**src/rtl/hamming_pkg.sv**
```systemverilog
// Shared Hamming 15:11 definitions used by the encoder, the decoder and
// any checker that needs the codeword layout.
package hamming_pkg;

  localparam int N_CODIGO   = 15;
  localparam int N_DADOS    = 11;
  localparam int N_SINDROME = 4;

  // Codeword bit index holding data bit e0..e10 (non-power-of-two positions).
  localparam logic [N_DADOS-1:0][3:0] POS_DADOS = {
    4'd14, 4'd13, 4'd12, 4'd11, 4'd10, 4'd9, 4'd8, 4'd6, 4'd5, 4'd4, 4'd2
  };

  // Gather the 11 data bits out of a (corrected) codeword.
  function automatic logic [N_DADOS-1:0] extrai_dados(input logic [N_CODIGO-1:0] cw);
    logic [N_DADOS-1:0] d;
    d = '0;
    for (int k = 0; k < N_DADOS; k++) begin
      d[k] = cw[POS_DADOS[k]];
    end
    return d;
  endfunction

endpackage

```
**src/rtl/decodifica_hamming_if.sv**
```systemverilog
// Codeword-in / data-out stream bundle for the Hamming 15:11 decoder.
// master: upstream/downstream environment; slave: the decoder.
interface decodifica_hamming_if;
  import hamming_pkg::*;

  logic [N_CODIGO-1:0]   entrada;
  logic                  entrada_valida;
  logic                  entrada_pronta;
  logic [N_DADOS-1:0]    saida;
  logic                  saida_valida;
  logic                  saida_pronta;
  logic [N_SINDROME-1:0] sindrome;
  logic                  corrigido;

  modport master (
    output entrada, entrada_valida, saida_pronta,
    input  entrada_pronta, saida, saida_valida, sindrome, corrigido
  );

  modport slave (
    input  entrada, entrada_valida, saida_pronta,
    output entrada_pronta, saida, saida_valida, sindrome, corrigido
  );

endinterface

```
**src/rtl/sindrome_hamming.sv**
```systemverilog
// Combinational Hamming 15:11 syndrome: XOR of (i+1) over every set bit i.
// A zero result means the word is a valid codeword.
module sindrome_hamming
  import hamming_pkg::*;
(
  input  logic [N_CODIGO-1:0]   i_codigo,
  output logic [N_SINDROME-1:0] o_sindrome
);

  logic [N_SINDROME-1:0] w_acc;

  // Accumulate the position number of every set bit
  always_comb begin
    w_acc = '0;
    for (int i = 0; i < N_CODIGO; i++) begin
      if (i_codigo[i]) w_acc = w_acc ^ N_SINDROME'(i + 1);
    end
  end

  assign o_sindrome = w_acc;

endmodule

```
**src/rtl/decodifica_hamming.sv**
```systemverilog
// Two-stage Hamming 15:11 single-error-correcting decoder with valid/ready
// flow control. Optional statistics counters are built when the macro
// HAMMING_CONTADORES_EN is defined.
module decodifica_hamming
  import hamming_pkg::*;
#(
  parameter int LARGURA_CNT = 16
)
(
  input  logic                   clk,
  input  logic                   rst,
  decodifica_hamming_if.slave    bus
`ifdef HAMMING_CONTADORES_EN
  ,
  output logic [LARGURA_CNT-1:0] cnt_palavras,
  output logic [LARGURA_CNT-1:0] cnt_corrigidos
`endif
);

  logic [N_SINDROME-1:0] w_sindrome_p0;

  logic [N_CODIGO-1:0]   r_codigo_p1;
  logic [N_SINDROME-1:0] r_sindrome_p1;
  logic                  r_vld_p1;

  logic [N_DADOS-1:0]    r_dados_p2;
  logic [N_SINDROME-1:0] r_sindrome_p2;
  logic                  r_corrigido_p2;
  logic                  r_vld_p2;

  logic                  w_s1_avanca;
  logic                  w_s2_avanca;
  logic                  w_entrega;

  // Flip bit s-1 when the syndrome is non-zero; parity positions included.
  function automatic logic [N_CODIGO-1:0] corrige(input logic [N_CODIGO-1:0] cw,
                                                  input logic [N_SINDROME-1:0] s);
    logic [N_CODIGO-1:0] mask;
    mask = '0;
    if (s != '0) mask = N_CODIGO'(1) << (s - N_SINDROME'(1));
    return cw ^ mask;
  endfunction

  sindrome_hamming u_sindrome (
    .i_codigo   (bus.entrada),
    .o_sindrome (w_sindrome_p0)
  );

  // Each stage moves when its successor can take the word (or it is empty).
  assign w_s2_avanca    = !r_vld_p2 || bus.saida_pronta;
  assign w_s1_avanca    = !r_vld_p1 || w_s2_avanca;
  assign w_entrega      = r_vld_p2 && bus.saida_pronta;
  assign bus.entrada_pronta = w_s1_avanca;

  // ---- stage 1: codeword + syndrome ----
  // S1 occupancy flag
  always_ff @(posedge clk) begin
    if (rst) begin
      r_vld_p1 <= 1'b0;
    end else if (w_s1_avanca) begin
      r_vld_p1 <= bus.entrada_valida;
    end
  end

  // S1 data capture on an input handshake
  always_ff @(posedge clk) begin
    if (w_s1_avanca && bus.entrada_valida) begin
      r_codigo_p1   <= bus.entrada;
      r_sindrome_p1 <= w_sindrome_p0;
    end
  end

  // ---- stage 2: corrected data, syndrome, correction flag ----
  // S2 register; holds its contents while downstream stalls
  always_ff @(posedge clk) begin
    if (rst) begin
      r_vld_p2       <= 1'b0;
      r_dados_p2     <= '0;
      r_sindrome_p2  <= '0;
      r_corrigido_p2 <= 1'b0;
    end else if (w_s2_avanca) begin
      r_vld_p2 <= r_vld_p1;
      if (r_vld_p1) begin
        r_dados_p2     <= extrai_dados(corrige(r_codigo_p1, r_sindrome_p1));
        r_sindrome_p2  <= r_sindrome_p1;
        r_corrigido_p2 <= (r_sindrome_p1 != '0);
      end
    end
  end

  assign bus.saida        = r_dados_p2;
  assign bus.sindrome     = r_sindrome_p2;
  assign bus.corrigido    = r_corrigido_p2;
  assign bus.saida_valida = r_vld_p2;

`ifdef HAMMING_CONTADORES_EN
  logic [LARGURA_CNT-1:0] r_cnt_palavras;
  logic [LARGURA_CNT-1:0] r_cnt_corrigidos;

  // Increment that sticks at all-ones instead of wrapping.
  function automatic logic [LARGURA_CNT-1:0] satura_inc(input logic [LARGURA_CNT-1:0] v);
    return (&v) ? v : v + LARGURA_CNT'(1);
  endfunction

  // Statistics counters advance only on an output handshake
  always_ff @(posedge clk) begin
    if (rst) begin
      r_cnt_palavras   <= '0;
      r_cnt_corrigidos <= '0;
    end else if (w_entrega) begin
      r_cnt_palavras <= satura_inc(r_cnt_palavras);
      if (r_corrigido_p2) r_cnt_corrigidos <= satura_inc(r_cnt_corrigidos);
    end
  end

  assign cnt_palavras   = r_cnt_palavras;
  assign cnt_corrigidos = r_cnt_corrigidos;
`endif

endmodule

```
**src/flat_wrapper.sv**
```systemverilog
// flat-port wrapper written by rule: the top's interface ports become plain ports
module decodifica_hamming_flat import hamming_pkg::*;
#(
  parameter int LARGURA_CNT = 16
)
  (clk, rst, bus_entrada, bus_entrada_valida, bus_saida_pronta, bus_entrada_pronta, bus_saida, bus_saida_valida, bus_sindrome, bus_corrigido);
  decodifica_hamming_if bus_i ();
  input  logic clk;
  input  logic rst;
  input wire logic [$bits(bus_i.entrada)-1:0] bus_entrada;
  input wire logic [$bits(bus_i.entrada_valida)-1:0] bus_entrada_valida;
  input wire logic [$bits(bus_i.saida_pronta)-1:0] bus_saida_pronta;
  output wire logic [$bits(bus_i.entrada_pronta)-1:0] bus_entrada_pronta;
  output wire logic [$bits(bus_i.saida)-1:0] bus_saida;
  output wire logic [$bits(bus_i.saida_valida)-1:0] bus_saida_valida;
  output wire logic [$bits(bus_i.sindrome)-1:0] bus_sindrome;
  output wire logic [$bits(bus_i.corrigido)-1:0] bus_corrigido;
  assign bus_i.entrada = bus_entrada;
  assign bus_i.entrada_valida = bus_entrada_valida;
  assign bus_i.saida_pronta = bus_saida_pronta;
  assign bus_entrada_pronta = bus_i.entrada_pronta;
  assign bus_saida = bus_i.saida;
  assign bus_saida_valida = bus_i.saida_valida;
  assign bus_sindrome = bus_i.sindrome;
  assign bus_corrigido = bus_i.corrigido;
  decodifica_hamming #(.LARGURA_CNT(LARGURA_CNT)) u_core (.clk(clk), .rst(rst), .bus(bus_i));
endmodule
```
**config.mk**
```make
export PLATFORM = sky130hd
export DESIGN_NAME = decodifica_hamming_flat
export DESIGN_NICKNAME = d
export VERILOG_FILES = /design/src/rtl/hamming_pkg.sv /design/src/rtl/decodifica_hamming_if.sv /design/src/rtl/sindrome_hamming.sv /design/src/rtl/decodifica_hamming.sv /design/src/flat_wrapper.sv
export SDC_FILE = /design/constraint.sdc
export NUM_CORES = 1
export LEC_CHECK = 0
export CELL_PAD_IN_SITES_DETAIL_PLACEMENT = 0
export CELL_PAD_IN_SITES_GLOBAL_PLACEMENT = 1
export CORE_MARGIN = 5
export CORE_UTILIZATION = 42
export CTS_CLUSTER_DIAMETER = 50
export DETAILED_ROUTE_END_ITERATION = 7
export PLACE_DENSITY_LB_ADDON = 0.1
export SYNTH_ARGS = -nofsm -noshare
export SYNTH_HDL_FRONTEND = slang
export SYNTH_HIERARCHICAL = 1
export SYNTH_SLANG_ARGS = --single-unit
```
**constraint.sdc**
```tcl
create_clock -name clk -period 3.57 [get_ports clk]
set_clock_uncertainty 0.1 [all_clocks]
set_input_delay 0.714 -clock clk [delete_from_list [all_inputs] [get_ports clk]]
set_output_delay 0.714 -clock clk [all_outputs]
set_load 0.005 [all_outputs]
```
==> run summary, run 1 <==
==================================================================================
Max capacitance violation total                                                  0
Initial antenna violation count                                                  0
Top cell type's share of synthesized area                                    27.7%
Most common cell type on the critical path                            sky130_fd_sc_hd__clkdlybuf4s50_1
Final setup fails                                                                0
Vias in the first global route                                               1,087
Buffers on Ports                                                                36
Die H                                                                      72.2 um
Total Negative Setup Slacks                                                   0 ps
Master cell of the clock root buffer                                  sky130_fd_sc_hd__clkbuf_8
Gate count after technology mapping                                            131
Adder-cell area share of the yosys netlist                                      0%
Most common library cells after synthesis                             20 x sky130_fd_sc_hd__xnor2_1, 18 x sky130_fd_sc_hd__a21oi_1, 18 x sky130_fd_sc_hd__dfxtp_1
Setup Slack @ Placement                                                     710 ps
Critical path capture point type                                        output pin
RD Place Congestion                                                          0.683
Peak per-stage delay on the critical path                                   510 ps
Netlist Area Pre-Place                                                 0.00162 mm2
Final routed wirelength across all metal layers                            3000 um
Category of the worst setup path launch point                            input pin
FMAX                                                                     0.351 GHz
Row cnt                                                                         22
Number of buffers on the longest clock path                                      2
All-layer global routing usage                                               12.5%
Top-Level Pins                                                                  37
Ant diodes                                                                       0
Seq/Total Area, Yosys                                                        49.9%
Register bit total from synthesis                                               33
Arr. time, crit path                                                       2040 ps
Final critical delay including setup and external delays                   2850 ps
Data required time at the worst endpoint                                   2760 ps
WL/cell                                                                    14.1 um
Final critical-path setup slack                                             717 ps
Nets in the synthesized netlist                                                150
Post-CTS resize count                                                            0
Peak ir drop on the vdd network                                           0.238 mV
Full die area                                                          0.00521 mm2
Per-cell via count in the routed design                                       5.08
Ratio of total power to cell area                                       459 mW/mm2
Unique masters post-synth                                                       25
Reg-to-reg slack, setup                                                    1860 ps
Overall via count from detail_route                                          1,081
Critical-path top delay cell                                          sky130_fd_sc_hd__clkdlybuf4s50_1
Category of the critical setup timing path                            input pin to output pin
Actual transition at the worst max-transition pin                           768 ps
Sinks on the clock net                                                          33
Number of enable flip-flop cells after synthesis                                15
Fin nets                                                                       183
Hold_buf cts                                                                     0
Drt first pass iters                                                             4
Unrepaired setup endpoints after global routing                                 no
Width of the die                                                           72.2 um
XOR/XNOR Fraction of Synth Area                                              19.3%
Clk_lat worst skew                                                          270 ps
CTS Buf Count                                                                    5
Crit Path Max Fanout                                                             7
DRC violations left                                                              0
Max H-tree Level                                                                 2
Clk pin slew, worst setup/hold paths                                         60 ps
Top cell type by total area after synthesis                           sky130_fd_sc_hd__edfxtp_1
Cell breakdown of the critical path                                   clkdlybuf4s50_1 > and2b_2 > nand2_1 > clkdlybuf4s50_1
Total power of the final layout                                           0.936 mW
Static leakage                                                            0.695 nW
Library cell with the highest instance count after synthesis          sky130_fd_sc_hd__xnor2_1
Pin count of the biggest net entering global routing                            20
Final worst path period share                                                79.9%
Fill cells                                                                     345
Relative area change from synthesis to final layout                          25.7%
Placed wire-length estimate                                                2200 um
Violation count after the first detailed-routing iteration                      36
Post-synthesis mux area share                                                   0%
Worst slew slack as a fraction of its limit                                  48.6%
Syn_area_per_cell                                                         12.4 um2
Postcts setup bufs                                                               0
Compound-gate portion of the synthesized area                                14.2%
Core Box Area                                                          0.00372 mm2
Synthesis warning total                                                          6
Combinational family with the most area after synthesis               XOR/XNOR gates
Final hold violations                                                            0
Number of slew-limit violations in the final report                              0
Clock tree from TritonCTS                                                     done
Global-route wire length before repair                                     5030 um
Run status                                                               completed
Sum of overflow across all layers after global routing                           0
Fraction of layout instances using a drive strength above 1                  9.09%
Simple-Gate Fraction of Synth Area                                           10.8%
Initial core utilization                                                     43.7%
Async set-or-reset flop fraction in the synthesized netlist                     0%
Remaining number of nets flagged by the antenna check after routing              0
Tightest Hold Check Type                                              flop to flop
Flip-flop cell with the highest count after synthesis                 sky130_fd_sc_hd__dfxtp_1
Cell types occupying the most area after synthesis                    sky130_fd_sc_hd__edfxtp_1 28%, sky130_fd_sc_hd__dfxtp_1 22%, sky130_fd_sc_hd__xnor2_1 11%
==================================================================================
==> path summary, 6_finish.rpt <==
| path | startpoint | end | depth (start not counted) |
|---|---|---|---|
| min | u_core/bus.sindrome[2] | u_core/bus.sindrome[2] | 2 |
| min reg2reg | u_core/bus.sindrome[2] | u_core/bus.sindrome[2] | 2 |
| max reg2reg | u_core/r_vld_p1 | u_core/r_codigo_p1[2] | 2 |
| max | bus_saida_pronta | bus_entrada_pronta | 4 |
==> state kept, by name (all words and copies together) (netlist names) <==
| name | cells |
|---|---|
| u_core/bus.sindrome | 4 |
| u_core/r_codigo_p1 | 11 |
| u_core/bus.saida_valida | 1 |
| u_core/r_vld_p1 | 1 |
| u_core/bus.saida | 11 |
| u_core/r_sindrome_p1 | 4 |
| u_core/bus.corrigido | 1 |
==> per-layer routing <==
| metal | GRT usage, % | wire length, um | up-vias |
|---|---|---|---|
| met1 | 15.8 | 1330 | 507 |
| li1 | - | - | 541 |
| met5 | 0 | 0 | - |
| met2 | 19.7 | 1430 | 29 |
| met3 | 5.12 | 193 | 4 |
| met4 | 3.76 | 40 | 0 |
==> layout by cell type, fill, tap and decap left out <==
| cell | count |
|---|---|
| sky130_fd_sc_hd__o21ai_0 | 4 |
| sky130_fd_sc_hd__a21oi_1 | 18 |
| sky130_fd_sc_hd__nand3_1 | 4 |
| sky130_fd_sc_hd__and4bb_1 | 6 |
| sky130_fd_sc_hd__a211oi_1 | 6 |
| sky130_fd_sc_hd__and2b_2 | 1 |
| sky130_fd_sc_hd__a211oi_2 | 6 |
| sky130_fd_sc_hd__inv_1 | 1 |
| sky130_fd_sc_hd__clkbuf_8 | 5 |
| sky130_fd_sc_hd__xnor2_2 | 1 |
| sky130_fd_sc_hd__nand4b_1 | 4 |
| sky130_fd_sc_hd__clkbuf_1 | 3 |
| sky130_fd_sc_hd__xnor3_1 | 2 |
| sky130_fd_sc_hd__xor2_1 | 6 |
| sky130_fd_sc_hd__clkdlybuf4s50_1 | 36 |
| sky130_fd_sc_hd__xnor3_2 | 1 |
| sky130_fd_sc_hd__and2_1 | 1 |
| sky130_fd_sc_hd__dfxtp_1 | 18 |
| sky130_fd_sc_hd__nand4_1 | 1 |
| sky130_fd_sc_hd__xnor2_1 | 20 |
| sky130_fd_sc_hd__nand2_1 | 1 |
| sky130_fd_sc_hd__buf_4 | 1 |
| sky130_fd_sc_hd__nor4_1 | 1 |
| sky130_fd_sc_hd__nand2b_1 | 1 |
| sky130_fd_sc_hd__nor2_1 | 2 |
| sky130_fd_sc_hd__edfxtp_1 | 15 |
==> logic make-up (layout without fill, tap and decap cells) <==
logic type | after synthesis | count (layout)
flip-flops | 33 | 33
XOR/XNOR | 30 | 30
AO/OA/AOI/OAI | 34 | 34
AND/OR/NAND/NOR | 22 | 22
buffers and inverters | 12 | 46
==> critical path: cells and delay by family <==
family        cells  cell delay, ps
buf+inv           2             980
simple gates      2             350
==> metrics by stage <==
stage / instance area, um2 / utilization (%) / hold WS [ps] / cells
2_1_floorplan: 1620 / - / 370 / 131
3_3_place_gp: 1960 / 52.8 / 379 / 205
3_5_place_dp: 1960 / 52.8 / 376 / 205
4_1_cts: 2040 / 54.9 / 385 / 213
5_1_grt: 2040 / 54.9 / 407 / 213
6_report: 2040 / 54.9 / 385 / 213
==> power breakdown <==
part           leakage, nW  switching, mW  internal [mW]  total (mW)
clock network       0.0395          0.119          0.138       0.258
logic                0.360         0.0722          0.119       0.192
registers            0.295         0.0496          0.437       0.487
total                0.695          0.241          0.695       0.936
==> area by class of cell <==
cell class / count / area (um2) / share of cell area [%]
clock buffers: 8 / 80.1 / 3.92
inverters: 1 / 3.75 / 0.184
multi-input cells: 86 / 718 / 35.2
flip-flops and latches: 33 / 811 / 39.7
well taps: 48 / 60.1 / 2.94
repair buffers: 37 / 368 / 18.0
(Power assumes the default switching activity.)
==> inputs of run 2 (changes only) <==
- CORE_UTILIZATION: 42 -> 35
- clock period: 3.57 -> 2.4 ns (I/O delays scaled with it)
==> run 2 against run 1 <==
Net effect:
- sequential power rose by 48%
- combinational power is 54% higher
- utilization down 7.5 points
- die area rose by 17%
- count of clock-buffer cells in the layout stayed put
- hold slack lost 9.7 ps
- cell area grew 2.6%
- sequential share of layout area shrank 1.0 points
- flip-flop and latch count unchanged
- critical path depth did not move
- first-iteration DRC count up 89%
- wire length is 5.5% higher
- critical endpoint unchanged
==> run summary, run 2 (same netlist as run 1, synthesis figures left out) <==
===================================================================================
Run status                                                                completed
Unrepaired setup endpoints after global routing                                  no
Full die area                                                           0.00610 mm2   +17%
Peak per-stage delay on the critical path                                    500 ps   about the same
Category of the worst setup path launch point                             input pin
Category of the critical setup timing path                             input pin to output pin
Fin nets                                                                        188   +2.7%
Global-route wire length before repair                                      5240 um   +4.1%
Actual transition at the worst max-transition pin                            426 ps   -342 ps
Tightest Hold Check Type                                               flop to flop
Count of placed standard cells in the final layout, fillers left out            222   +4.2%
CTS Buf Count                                                                     5   unchanged
Core Box Area                                                           0.00441 mm2   +19%
Placed instance count                                                           214   +4.4%
Delay-heaviest family, CP                                              buffers and inverters
Number of buffers on the longest clock path                                       2   unchanged
Initial core utilization                                                      36.8%   -6.9 points
Clock tree from TritonCTS                                                      done
Final critical delay including setup and external delays                    2320 ps
Ant diodes                                                                        0   unchanged
Initial antenna violation count                                                   0   unchanged
Die H                                                                       78.1 um   +8.2%
Pin count of the biggest net entering global routing                             19   -5.0%
Number of slew-limit violations in the final report                               0   unchanged
Final routed wirelength across all metal layers                             3170 um   +5.5%
Clk_lat worst skew                                                           280 ps   about the same
DRC violations left                                                               0   unchanged
Hold_buf cts                                                                      0   unchanged
Static leakage                                                             0.725 nW   +4.4%
Crit Path Max Fanout                                                              2   -5
Row cnt                                                                          24   +9.1%
Violation count after the first detailed-routing iteration                       68   +89%
Top-Level Pins                                                                   37   unchanged
Overall via count from detail_route                                           1,082   +0.093%
Setup Slack @ Placement                                                     81.5 ps   -628 ps
Final cell area excluding filler cells                                  0.00209 mm2   +2.6%
Placed cell area                                                        0.00200 mm2   +2.2%
Data required time at the worst endpoint                                    1820 ps   -940 ps
Per-cell via count in the routed design                                        4.87   -4.0%
Most common cell type on the critical path                             sky130_fd_sc_hd__clkdlybuf4s50_1
Sinks on the clock net                                                           33   unchanged
Post-CTS resize count                                                             0   unchanged
Max H-tree Level                                                                  2   unchanged
Placed wire-length estimate                                                 2280 um   +3.7%
Total Negative Setup Slacks                                                    0 ps   unchanged
WL/cell                                                                     14.3 um   +1.2%
Vias in the first global route                                                1,083   -0.37%
Arr. time, crit path                                                        1740 ps   -300 ps
Final critical-path setup slack                                             82.5 ps   -635 ps
RD Place Congestion                                                           0.710   +4.0%
Critical path capture point type                                         output pin
Worst slew slack as a fraction of its limit                                   71.6%   +23 points
Final hold violations                                                             0   unchanged
FMAX                                                                      0.431 GHz
Remaining number of nets flagged by the antenna check after routing               0   unchanged
Max capacitance violation total                                                   0   unchanged
Master cell of the clock root buffer                                   sky130_fd_sc_hd__clkbuf_8
All-layer global routing usage                                                10.7%   -1.8 points
Most used cells in the layout excluding fill and tap cells             36 x sky130_fd_sc_hd__clkdlybuf4s50_1, 20 x sky130_fd_sc_hd__xnor2_1, 18 x sky130_fd_sc_hd__a21oi_1, 18 x sky130_fd_sc_hd__dfxtp_1, 15 x sky130_fd_sc_hd__edfxtp_1
Postcts setup bufs                                                                0   unchanged
Buffers on Ports                                                                 36   unchanged
Commonest non-fill, non-tap cell in the layout                         sky130_fd_sc_hd__clkdlybuf4s50_1
Drt first pass iters                                                              4   unchanged
Stages on the worst setup path                                                    4   unchanged
Cell breakdown of the critical path                                    clkdlybuf4s50_1 > and2b_2 > nand2_1 > clkdlybuf4s50_1
CP bufs+invs                                                                      2   unchanged
Peak ir drop on the vdd network                                            0.259 mV   +9.1%
Fill cells                                                                      403   +17%
Width of the die                                                            78.1 um   +8.2%
Final setup fails                                                                 0   unchanged
Relative area change from synthesis to final layout                           28.9%
Depth of the worst register-to-register path                                      3   +1
Ratio of total power to cell area                                        686 mW/mm2   +50%
Cell depth of the worst hold path                                                 2   unchanged
Sum of overflow across all layers after global routing                            0   unchanged
Critical-path top delay cell                                           sky130_fd_sc_hd__clkdlybuf4s50_1
Final worst path period share                                                 96.6%
Clk pin slew, worst setup/hold paths                                          60 ps   about the same
Fraction of layout instances using a drive strength above 1                   12.4%   +3.3 points
===================================================================================
-- run 2: changes by cell type in the layout (fill, tap and decap cells not counted), sizes merged --
| cell | change |
|---|---|
| buf | +5 |
-- run 2: worst paths after layout --
check | from | endpoint | slack, ps
max | bus_saida_pronta | bus_entrada_pronta | 80
min | u_core/bus.sindrome[2] | u_core/bus.sindrome[2] | 380
max reg2reg | u_core/r_sindrome_p1[3] | u_core/bus.saida[7] | 990
min reg2reg | u_core/bus.sindrome[2] | u_core/bus.sindrome[2] | 380
-- run 2: area by class of cell --
class	count	area, um2	share of cell area, %
Tap cell	52	65.1	3.11
Multi-Input combinational cell	86	718	34.3
Inverter	1	3.75	0.179
Sequential cell	33	811	38.7
Timing Repair Buffer	42	405	19.4
Clock buffer	8	90.1	4.30
-- run 2: stage by stage --
stage	power [mW]	util, %	hold WS [ps]
after detailed placement	1.03	45.4	373
after CTS	1.46	47.4	383
final	1.44	47.4	375
after global placement	1.02	45.4	367
after floorplan	0.934	-	370
after global routing	1.51	47.4	406
-- run 2: power by group --
| group | switching (mW) | internal [mW] | total (mW) |
|---|---|---|---|
| clock | 0.189 | 0.234 | 0.422 |
| sequential | 0.0695 | 0.650 | 0.720 |
| combinational | 0.112 | 0.183 | 0.295 |
-- run 2: routing by layer --
| layer | vias up | global-route usage (%) | share of wire, % |
|---|---|---|---|
| met1 | 494 | 13.5 | 46 |
| li1 | 552 | - | - |
| met2 | 31 | 17.0 | 46 |
| met4 | 0 | 5.07 | 1.6 |
| met5 | - | 0 | 0 |
| met3 | 5 | 2.97 | 6.0 |
-- run 2: worst reg2reg max path: stages, from the launching register on --
cell and delay (ps):
sky130_fd_sc_hd__edfxtp_1 580, sky130_fd_sc_hd__and4bb_1 320, sky130_fd_sc_hd__xnor2_1 140, sky130_fd_sc_hd__a211oi_2 200
